## src/rtl/ddr2_cmd_seq.sv

```systemverilog
// DDR2 SODIMM command sequencer: JEDEC power-up/MRS sequence, close-page ACT + RDA/WRA
// per single-beat request, and periodic auto-refresh. All DIMM pins and strobes are registered.
module ddr2_cmd_seq #(
  parameter int          T_INIT    = 40000,
  parameter int          T_CKE     = 80,
  parameter int          T_RP      = 3,
  parameter int          T_MRD     = 2,
  parameter int          T_RFC     = 21,
  parameter int          T_RCD     = 3,
  parameter int          T_RD_DONE = 8,
  parameter int          T_WR_DONE = 12,
  parameter int          T_REFI    = 1560,
  parameter logic [12:0] MR_VAL    = 13'h0432,
  parameter logic [12:0] EMR_VAL   = 13'h0004
) (
  input  logic        i_clk,
  input  logic        i_rst,
  input  logic        i_req_valid,
  output logic        o_req_ready,
  input  logic        i_req_we,
  input  logic [24:0] i_req_addr,
  output logic        o_rd_issue,
  output logic        o_wr_issue,
  output logic        o_init_done,
  output logic        o_ddr_cke,
  output logic        o_ddr_cs_n,
  output logic        o_ddr_ras_n,
  output logic        o_ddr_cas_n,
  output logic        o_ddr_we_n,
  output logic [1:0]  o_ddr_ba,
  output logic [12:0] o_ddr_addr
);

  localparam int CNT_W  = $clog2(T_INIT + T_CKE + T_RFC + T_WR_DONE + T_RD_DONE + 2);
  localparam int REFI_W = $clog2(T_REFI + 1);

  localparam logic [2:0] CMD_NOP = 3'b111;
  localparam logic [2:0] CMD_ACT = 3'b011;
  localparam logic [2:0] CMD_RD  = 3'b101;
  localparam logic [2:0] CMD_WR  = 3'b100;
  localparam logic [2:0] CMD_PRE = 3'b010;
  localparam logic [2:0] CMD_REF = 3'b001;
  localparam logic [2:0] CMD_MRS = 3'b000;

  typedef enum logic [3:0] {
    S_INIT_WAIT, S_PREA, S_EMR2, S_EMR3, S_EMR1, S_MR_DLL, S_PREA2,
    S_REF1, S_REF2, S_MR, S_IDLE, S_RW, S_WAIT
  } state_t;

  state_t              r_state, r_ret;
  logic [CNT_W-1:0]    r_cnt;
  logic [REFI_W-1:0]   r_refi;
  logic                r_ref_pend;
  logic                r_we;
  logic [1:0]          r_ba_l;
  logic [9:0]          r_col;
  logic                r_cke, r_cs_n, r_rd, r_wr, r_req_ready, r_init_done;
  logic [2:0]          r_cmd;
  logic [1:0]          r_ba;
  logic [12:0]         r_addr;

  state_t              w_cur, w_state_nxt, w_ret_nxt;
  logic [CNT_W-1:0]    w_cnt_nxt;
  logic [2:0]          w_cmd;
  logic                w_cke, w_cs_n, w_rd, w_wr;
  logic [1:0]          w_ba;
  logic [12:0]         w_addr;
  logic                w_ref_clr, w_accept, w_idle_nxt, w_expire, w_ref_pend_nxt;

  // A WAIT that hits zero acts as its return state in the same cycle, so command spacing equals T_x.
  always_comb begin
    w_cur       = (r_state == S_WAIT && r_cnt == '0) ? r_ret : r_state;
    w_state_nxt = w_cur;
    w_ret_nxt   = r_ret;
    w_cnt_nxt   = r_cnt;
    w_cmd       = CMD_NOP;
    w_cke       = 1'b1;
    w_cs_n      = 1'b0;
    w_ba        = 2'd0;
    w_addr      = 13'd0;
    w_rd        = 1'b0;
    w_wr        = 1'b0;
    w_ref_clr   = 1'b0;
    w_accept    = 1'b0;
    case (w_cur)
      S_INIT_WAIT: begin
        w_cke  = 1'b0;
        w_cs_n = 1'b1;
        if (r_cnt == CNT_W'(T_INIT - 1)) begin
          w_cke       = 1'b1;
          w_cs_n      = 1'b0;
          w_state_nxt = S_WAIT;
          w_cnt_nxt   = CNT_W'(T_CKE - 1);
          w_ret_nxt   = S_PREA;
        end else begin
          w_cnt_nxt = r_cnt + CNT_W'(1);
        end
      end
      S_PREA, S_PREA2: begin
        w_cmd       = CMD_PRE;
        w_addr      = 13'h0400;
        w_state_nxt = S_WAIT;
        w_cnt_nxt   = CNT_W'(T_RP - 1);
        w_ret_nxt   = (w_cur == S_PREA) ? S_EMR2 : S_REF1;
      end
      S_EMR2, S_EMR3, S_EMR1, S_MR_DLL, S_MR: begin
        w_cmd       = CMD_MRS;
        w_state_nxt = S_WAIT;
        w_cnt_nxt   = CNT_W'(T_MRD - 1);
        case (w_cur)
          S_EMR2:   begin w_ba = 2'd2; w_ret_nxt = S_EMR3; end
          S_EMR3:   begin w_ba = 2'd3; w_ret_nxt = S_EMR1; end
          S_EMR1:   begin w_ba = 2'd1; w_addr = EMR_VAL; w_ret_nxt = S_MR_DLL; end
          S_MR_DLL: begin w_addr = MR_VAL | 13'h0100; w_ret_nxt = S_PREA2; end
          default:  begin w_addr = MR_VAL; w_ret_nxt = S_IDLE; end
        endcase
      end
      S_REF1, S_REF2: begin
        w_cmd       = CMD_REF;
        w_state_nxt = S_WAIT;
        w_cnt_nxt   = CNT_W'(T_RFC - 1);
        w_ret_nxt   = (w_cur == S_REF1) ? S_REF2 : S_MR;
      end
      S_IDLE: begin
        w_state_nxt = S_IDLE;
        if (r_ref_pend) begin
          w_cmd       = CMD_REF;
          w_ref_clr   = 1'b1;
          w_state_nxt = S_WAIT;
          w_cnt_nxt   = CNT_W'(T_RFC - 1);
          w_ret_nxt   = S_IDLE;
        end else if (r_req_ready && i_req_valid) begin
          w_accept    = 1'b1;
          w_cmd       = CMD_ACT;
          w_ba        = i_req_addr[24:23];
          w_addr      = i_req_addr[22:10];
          w_state_nxt = S_WAIT;
          w_cnt_nxt   = CNT_W'(T_RCD - 1);
          w_ret_nxt   = S_RW;
        end else begin
          w_state_nxt = S_IDLE;
        end
      end
      S_RW: begin
        w_cmd       = r_we ? CMD_WR : CMD_RD;
        w_ba        = r_ba_l;
        w_addr      = {2'b00, 1'b1, r_col};
        w_rd        = ~r_we;
        w_wr        = r_we;
        w_state_nxt = S_WAIT;
        w_cnt_nxt   = r_we ? CNT_W'(T_WR_DONE - 1) : CNT_W'(T_RD_DONE - 1);
        w_ret_nxt   = S_IDLE;
      end
      S_WAIT: begin
        w_cnt_nxt = r_cnt - CNT_W'(1);
      end
      default: begin
        w_state_nxt = S_INIT_WAIT;
      end
    endcase
    // req_ready is registered, so it is raised the cycle before the FSM will sit in IDLE
    w_idle_nxt = (w_state_nxt == S_IDLE) ||
                 (w_state_nxt == S_WAIT && w_cnt_nxt == '0 && w_ret_nxt == S_IDLE);
  end

  always_comb begin
    w_expire       = r_init_done && (r_refi == REFI_W'(T_REFI - 1));
    w_ref_pend_nxt = w_expire || (r_ref_pend && !w_ref_clr);
  end

  always_ff @(posedge i_clk) begin
    if (i_rst) begin
      r_state     <= S_INIT_WAIT;
      r_ret       <= S_INIT_WAIT;
      r_cnt       <= '0;
      r_refi      <= '0;
      r_ref_pend  <= 1'b0;
      r_we        <= 1'b0;
      r_ba_l      <= 2'd0;
      r_col       <= 10'd0;
      r_cke       <= 1'b0;
      r_cs_n      <= 1'b1;
      r_cmd       <= CMD_NOP;
      r_ba        <= 2'd0;
      r_addr      <= 13'd0;
      r_rd        <= 1'b0;
      r_wr        <= 1'b0;
      r_req_ready <= 1'b0;
      r_init_done <= 1'b0;
    end else begin
      r_state    <= w_state_nxt;
      r_ret      <= w_ret_nxt;
      r_cnt      <= w_cnt_nxt;
      r_ref_pend <= w_ref_pend_nxt;
      if (w_expire) begin
        r_refi <= '0;
      end else if (r_init_done) begin
        r_refi <= r_refi + REFI_W'(1);
      end
      if (w_accept) begin
        r_we   <= i_req_we;
        r_ba_l <= i_req_addr[24:23];
        r_col  <= i_req_addr[9:0];
      end
      r_cke       <= w_cke;
      r_cs_n      <= w_cs_n;
      r_cmd       <= w_cmd;
      r_ba        <= w_ba;
      r_addr      <= w_addr;
      r_rd        <= w_rd;
      r_wr        <= w_wr;
      r_req_ready <= w_idle_nxt && !w_ref_pend_nxt;
      r_init_done <= r_init_done || w_idle_nxt;
    end
  end

  assign o_req_ready = r_req_ready;
  assign o_rd_issue  = r_rd;
  assign o_wr_issue  = r_wr;
  assign o_init_done = r_init_done;
  assign o_ddr_cke   = r_cke;
  assign o_ddr_cs_n  = r_cs_n;
  assign o_ddr_ras_n = r_cmd[2];
  assign o_ddr_cas_n = r_cmd[1];
  assign o_ddr_we_n  = r_cmd[0];
  assign o_ddr_ba    = r_ba;
  assign o_ddr_addr  = r_addr;

endmodule

```

## config.mk

```make
export PLATFORM = sky130hd
export DESIGN_NAME = ddr2_cmd_seq
export DESIGN_NICKNAME = d
export VERILOG_FILES = /design/src/rtl/ddr2_cmd_seq.sv
export SDC_FILE = /design/constraint.sdc
export NUM_CORES = 1
export LEC_CHECK = 0
export CAP_MARGIN = 20
export CORE_ASPECT_RATIO = 1.5
export CORE_MARGIN = 5
export CORE_UTILIZATION = 50
export DETAILED_ROUTE_END_ITERATION = 12
export PLACE_DENSITY = 0.8
export SLEW_MARGIN = 40
export SYNTH_ARGS = -nofsm -noshare
export SYNTH_HDL_FRONTEND = slang
export SYNTH_SLANG_ARGS = --single-unit
```

## constraint.sdc

```tcl
create_clock -name i_clk -period 7.2 [get_ports i_clk]
set_clock_uncertainty 0.15 [all_clocks]
set_input_delay 1.8 -clock i_clk [delete_from_list [all_inputs] [get_ports i_clk]]
set_output_delay 1.8 -clock i_clk [all_outputs]
set_load 0.005 [all_outputs]
```

# After elaboration in Yosys (flattened, before gate mapping)
# Index checks and enable logic that the tools add are counted.
dict set report word_totals {
  ram_bits 0
  mem_bits_ro 0
  out_inout_bits 24
  word_cells 100
  reg_bits 73
  in_bits 29
  memories 0
  latchBits 0
}
dict set report classes {
  multipliers 0
  shift 0
  n_mux 38
  n_eq_ne 18
  n_addsub 3
  bitwise 2
  magnitude_cmp 0
  n_div 0
  reduce_logical 22
}
# op n
set ops {}
lappend ops {{16-bit one-hot mux with 7 select lines} 1}
lappend ops {{13-bit one-hot mux with 4 select lines} 1}
lappend ops {{16-bit 2-to-1 mux} 3}
lappend ops {{4-bit equality test (second input constant)} 9}
lappend ops {{11-bit one-hot mux with 3 select lines} 1}
lappend ops {{16-bit zero test} 2}
lappend ops {{4-bit one-hot mux with 4 select lines} 2}
lappend ops {{13-bit 2-to-1 mux} 2}
lappend ops {{4-bit 2-to-1 mux} 6}
lappend ops {{4-bit one-hot mux with 6 select lines} 1}
lappend ops {{16-bit by 1-bit adder with 16-bit output (second input constant)} 1}
lappend ops {{16-bit equality test (second input constant)} 1}
lappend ops {{4-bit by 3-bit equality test with 1-bit output (second input constant)} 4}
lappend ops {{16-bit by 1-bit subtractor with 16-bit output (second input constant)} 1}
lappend ops {{3-bit 2-to-1 mux} 5}
lappend ops {{3-bit one-hot mux with 5 select lines} 1}
lappend ops {{2-bit one-hot mux with 3 select lines} 2}
lappend ops {{11-bit by 1-bit adder with 11-bit output (second input constant)} 1}
lappend ops {{11-bit equality test (second input constant)} 1}
lappend ops {{1-bit 2-to-1 mux} 11}
lappend ops {{10-bit OR reduction} 1}
lappend ops {{2-bit OR reduction} 5}
lappend ops {{4-bit by 2-bit equality test with 1-bit output (second input constant)} 2}
lappend ops {{1-bit logical AND} 7}
lappend ops {{7 further kinds} 12}

# Longest topological paths before layout
dict set report depth {
  depth_word 11
  ltp_mapped 14
  mapped_depth_nobuf 12
}

# Worst setup path after synthesis
# OpenSTA, ideal clock, no wires.
dict set report synth_path {
  kind {input-to-reg}
  startpoint {input port i_req_valid}
  endpoint {register r_req_ready (netlist: o_req_ready)}
  arrival_ns 3.322
  n_path_buf 0
  setup_time_ns 0.065
  t_required_ns 6.985
  cell_stages 10
  path_slack_ns 3.663
  cell_sequence {a21oi_1 -> nand2_1 -> a21oi_1 -> nor4_1 -> o32a_1 -> nor3_2 -> or4_4 -> nor4_2 -> a31oi_1 -> nor2_1}
}
dict set report synth_between {
  elab_chain_len 9
  word_cells_on_any_way 18
  cone_classes {eq/ne (3); mux (9); reduce/logical (6)}
}
# element line_no
set synth_lines {}
lappend synth_lines {{from (decl)} 18} ;# input logic i_req_valid,
lappend synth_lines {{1-bit logical AND *} 132} ;# end else if (r_req_ready && i_req_valid) begin
lappend synth_lines {{16-bit 2-to-1 mux / 3-bit 2-to-1 mux (equally long branches)} 132}
lappend synth_lines {{16-bit 2-to-1 mux / 3-bit 2-to-1 mux (equally long branches)} 126} ;# if (r_ref_pend) begin
lappend synth_lines {{16-bit one-hot mux with 7 select lines / 4-bit one-hot mux with 4 select lines (equally long branches)} 85} ;# case (w_cur)
lappend synth_lines {{16-bit zero test / 4-bit equality test (equally long branches)} 163} ;# (w_state_nxt == S_WAIT && w_cnt_nxt == '0 && w_ret_nxt == S_IDLE);
lappend synth_lines {{1-bit logical AND (2 in a row)} 163}
lappend synth_lines {{1-bit logical OR *} 162} ;# w_idle_nxt = (w_state_nxt == S_IDLE) ||
lappend synth_lines {{1-bit logical AND *} 212} ;# r_req_ready <= w_idle_nxt && !w_ref_pend_nxt;
lappend synth_lines {{to (signal assigned)} 212}
lappend synth_lines {{to (decl)} 57} ;# logic r_cke, r_cs_n, r_rd, r_wr, r_req_ready, r_init_done;
# Every way passes the cells marked *; elsewhere a longest branch is shown, timed or not.
# A chain may end at the register's enable or synchronous reset.

# Worst setup path after layout
dict set report layout_path {
  startpoint {input port i_req_valid}
  endpoint {register r_init_done (netlist: o_init_done)}
}
dict set report layout_between {
  elab_chain_len 9
  word_cells_on_any_way 18
  cone_classes {eq/ne (3); mux (9); reduce/logical (6)}
}
# element line_no
set layout_lines {}
lappend layout_lines {{1-bit logical AND *} 132}
lappend layout_lines {{16-bit 2-to-1 mux / 3-bit 2-to-1 mux (equally long branches)} 132}
lappend layout_lines {{16-bit 2-to-1 mux / 3-bit 2-to-1 mux (equally long branches)} 126}
lappend layout_lines {{16-bit one-hot mux with 7 select lines / 4-bit one-hot mux with 4 select lines (equally long branches)} 85}
lappend layout_lines {{16-bit zero test / 4-bit equality test (equally long branches)} 163}
lappend layout_lines {{1-bit logical AND (2 in a row)} 163}
lappend layout_lines {{1-bit logical OR *} 162}
lappend layout_lines {{1-bit logical OR *} 213} ;# r_init_done <= r_init_done || w_idle_nxt;
lappend layout_lines {{to (signal assigned)} 213}
lappend layout_lines {{to (decl)} 57}
# Marked as above.

==> impl_metrics.toml <==
[timing]
finalMaxSlewViolations = 0
tns_ns = 0
rsz0062_at_grt = "false"
finalSetupViolations = 0
fmax_mhz = 234
timing.final.crit_share = 0.593
worst_slack_ns = 2.93
period_needed_ns = 4.27
hold_viol = 0
relSlewSlack = 0.450
worst_pin_slew_ns = 0.818

[setup_path]
cp-start-kind = "primary input"
cpPeakStageDelay_ns = 0.44
arrival_ns = 4.33
crit_buf_inv = 1
crit_path_cell_trace = "clkdlybuf4s50_1 -> a21oi_1 -> nand2_1 -> a21oi_1 -> nand4_2 -> nand2_1 -> a211oi_1 -> mux2i_1 -> nor4_1 -> a31oi_1 -> o21ai_1"
crit_type = "primary input to register"
cp_top_family = "compound AO/OA/AOI/OAI gates"
path_max_fanout = 9
crit_required_ns = 7.26
crit_slowest_cell = "clkdlybuf4s50_1"
endpoint_kind = "register"

[yosys]
ys_ff_latch = 73
netlist_instances = 516
ys.flop_type = "dfxtp_1"
synth_async_sr_flop_share = 0
synth_area_um2 = 4050
ys_types = 74
synth_warnings = 0
synth_edf_count = 0
yosysSeqAreaShare = 0.360
synth_nets = 549
syn_area_per_cell_um2 = 7.86

[routing]
dr_total_vias = 4184
drc = 0
routedWlPerCell_um = 18.7
drtIter0Drc = 507
wirelength_mm = 12.4
viasPerCell = 6.32
antenna_left = 0
drt_first_pass_iters = 5

[die]
die_h_um = 120
fp.coreArea_um2 = 7960
fp-row-count = 40
io_pins = 53
dieArea_um2 = 10000
die_w_um = 83.5
start_util = 0.509

[placed_design]
dp_hpwl_mm = 8.93
place_ws_ns = 2.64
dp_cells = 646
routabilityCongestion = 1.03
numPortBuffers = 52

[run]
maxCapViolations = 0

[clock_tree]
cts_buffers = 9
cts_buffer_depth = 2
clk_latency_ns = 0.34
htreeDepth = 3
post_cts_resized = 0
cts-root-buf = "clkbuf_16"
post_cts.repair.setup_buffers = 0
clock-sinks = 73
cts_tree = "built"
clk_pin_slew_worst_paths_ns = 0.06
postCtsHoldBufs = 0

[grt]
grt_pass1_wl_mm = 20.3
antenna_found_initial = 0
grt_max_degree = 46
gr-total-overflow = 0
grtUsageTotal = 0.250
grt_pass1_vias = 4100

[cells_and_area]
drive_gt1_frac = 0.0754
regArea_um2 = 1460
multi_input_area_um2 = 2410
syn2layout_area_growth_pct = 21.4
fillers = 670
layout.nets = 585
diodes = 0
fin_cells = 662

[outcome]
outcome = "finished, final reports clean"

[pwr]
ir_drop_mv = 0.147
power_leakage_uw = 0.00172
power_density_nw_per_um2 = 275

[min_path]
hold_path_class = "register to register"
report_power, final:
part	internal, uW	switching [uW]	leakage (uW)
Combinational	140	234	0.000962
Sequential	427	37.7	0.000593
Clock	340	175	0.000163
layer usage:
layer	part of all wire	global-route usage	wire [um]	vias to the layer above
met5	0	0	0	-
met4	0.086	0.197	1060	0
met3	0.075	0.0579	932	92
met2	0.46	0.418	5760	271
met1	0.37	0.270	4650	1856
li1	-	-	-	1965
worst min-delay path, stage by stage (launching register included):
cell	delay, ns
dfxtp_1	0.31
nand2_1	0.05
a21oi_1	0.05
worst paths after layout:
path | start | endpoint | slack, ns | depth (start not counted)
worst max-delay path | i_req_valid | o_init_done | 2.93 | 11
worst min-delay path | r_col[4] | r_col[4] | 0.31 | 2
worst max register to register | r_cnt[6] | o_init_done | 3.01 | 10
worst min register to register | r_col[4] | r_col[4] | 0.31 | 2
cells by family after synthesis:
logic type                 share of synthesized area
AOI/OAI and AO/OA                              0.241
xor gates and xnor gates                      0.0238
adders and majority gates                     0.0123
buffers and inverters                         0.0488
DFF                                            0.360
muxes                                        0.00741
other                                       0.000925
and+or+nand+nor                                0.306
synth_stat cells (3+ instances only):
library cell / count / share of area
dfxtp_1: 73 / 0.36
xor2_1: 9 / 0.019
and2_1: 5 / 0.0077
clkbuf_1: 20 / 0.019
nor4_1: 6 / 0.0093
and3_1: 10 / 0.015
a21oi_1: 47 / 0.058
mux2i_1: 3 / 0.0074
nor3b_1: 3 / 0.0056
nor2b_1: 8 / 0.012
ha_1: 4 / 0.012
nand2_1: 73 / 0.068
o21a_1: 4 / 0.0074
a31oi_1: 10 / 0.015
buf_6: 5 / 0.014
nand4b_1: 3 / 0.0065
nor3_1: 16 / 0.020
nor2_1: 57 / 0.053
nand2b_1: 7 / 0.011
buf_2: 3 / 0.0037
or4_4: 3 / 0.0083
a221oi_1: 3 / 0.0065
a22oi_1: 11 / 0.020
or3_1: 5 / 0.0077
a211oi_1: 5 / 0.0093
o21ai_0: 19 / 0.023
o211ai_1: 5 / 0.0093
inv_1: 8 / 0.0074
nand3_1: 20 / 0.025
nand4_1: 11 / 0.017
state kept, by name, summed over array words and instances, names as in the netlist, 2 cells and up:
register,count
r_cmd,3
r_col,10
r_state,4
o_ddr_ba,2
r_refi,11
o_ddr_addr,13
r_cnt,16
r_ret,4
r_ba_l,2
through the flow:
| step | utilization | area, um2 | total power, uW | hold WS, ns |
|---|---|---|---|---|
| 6_report | 0.618 | 4920 | 1350 | 0.306 |
| 5_1_grt | 0.618 | 4920 | 1410 | 0.323 |
| 4_1_cts | 0.618 | 4920 | 1340 | 0.307 |
| 3_5_place_dp | 0.575 | 4580 | 830 | 0.299 |
| 3_3_place_gp | 0.573 | 4560 | 821 | 0.292 |
| 2_1_floorplan | - | 4050 | 732 | 0.286 |
placed cells by master, fill, tap and decap left out, types with 3 or more instances in the layout:
master and instances:
buf_4 3, or3_1 5, and3_1 10, nor2b_1 8
nor2_1 57, clkdlybuf4s50_1 52, nand2b_1 7, o211ai_1 5
o21ai_0 19, nand4b_1 3, xor2_1 9, nor3b_1 3
ha_1 4, nand2_1 73, a21oi_1 47, mux2i_1 3
nor4_1 6, or4_4 3, nand4_1 11, clkbuf_16 9
o21a_1 4, nand3_1 20, a22oi_1 11, nor3_1 16
and2_1 5, inv_1 8, a221oi_1 3, a31oi_1 9
dfxtp_1 73, bufinv_16 3, a211oi_1 5
area by class of cell:
class	count	share of cell area
multi-input combinational	405	0.490
sequential	73	0.297
timing repair buffer	55	0.110
clock buffer	10	0.0465
tap	105	0.0267
clock inverter	6	0.0234
inverter	8	0.00610
(Power assumes the default switching activity.)
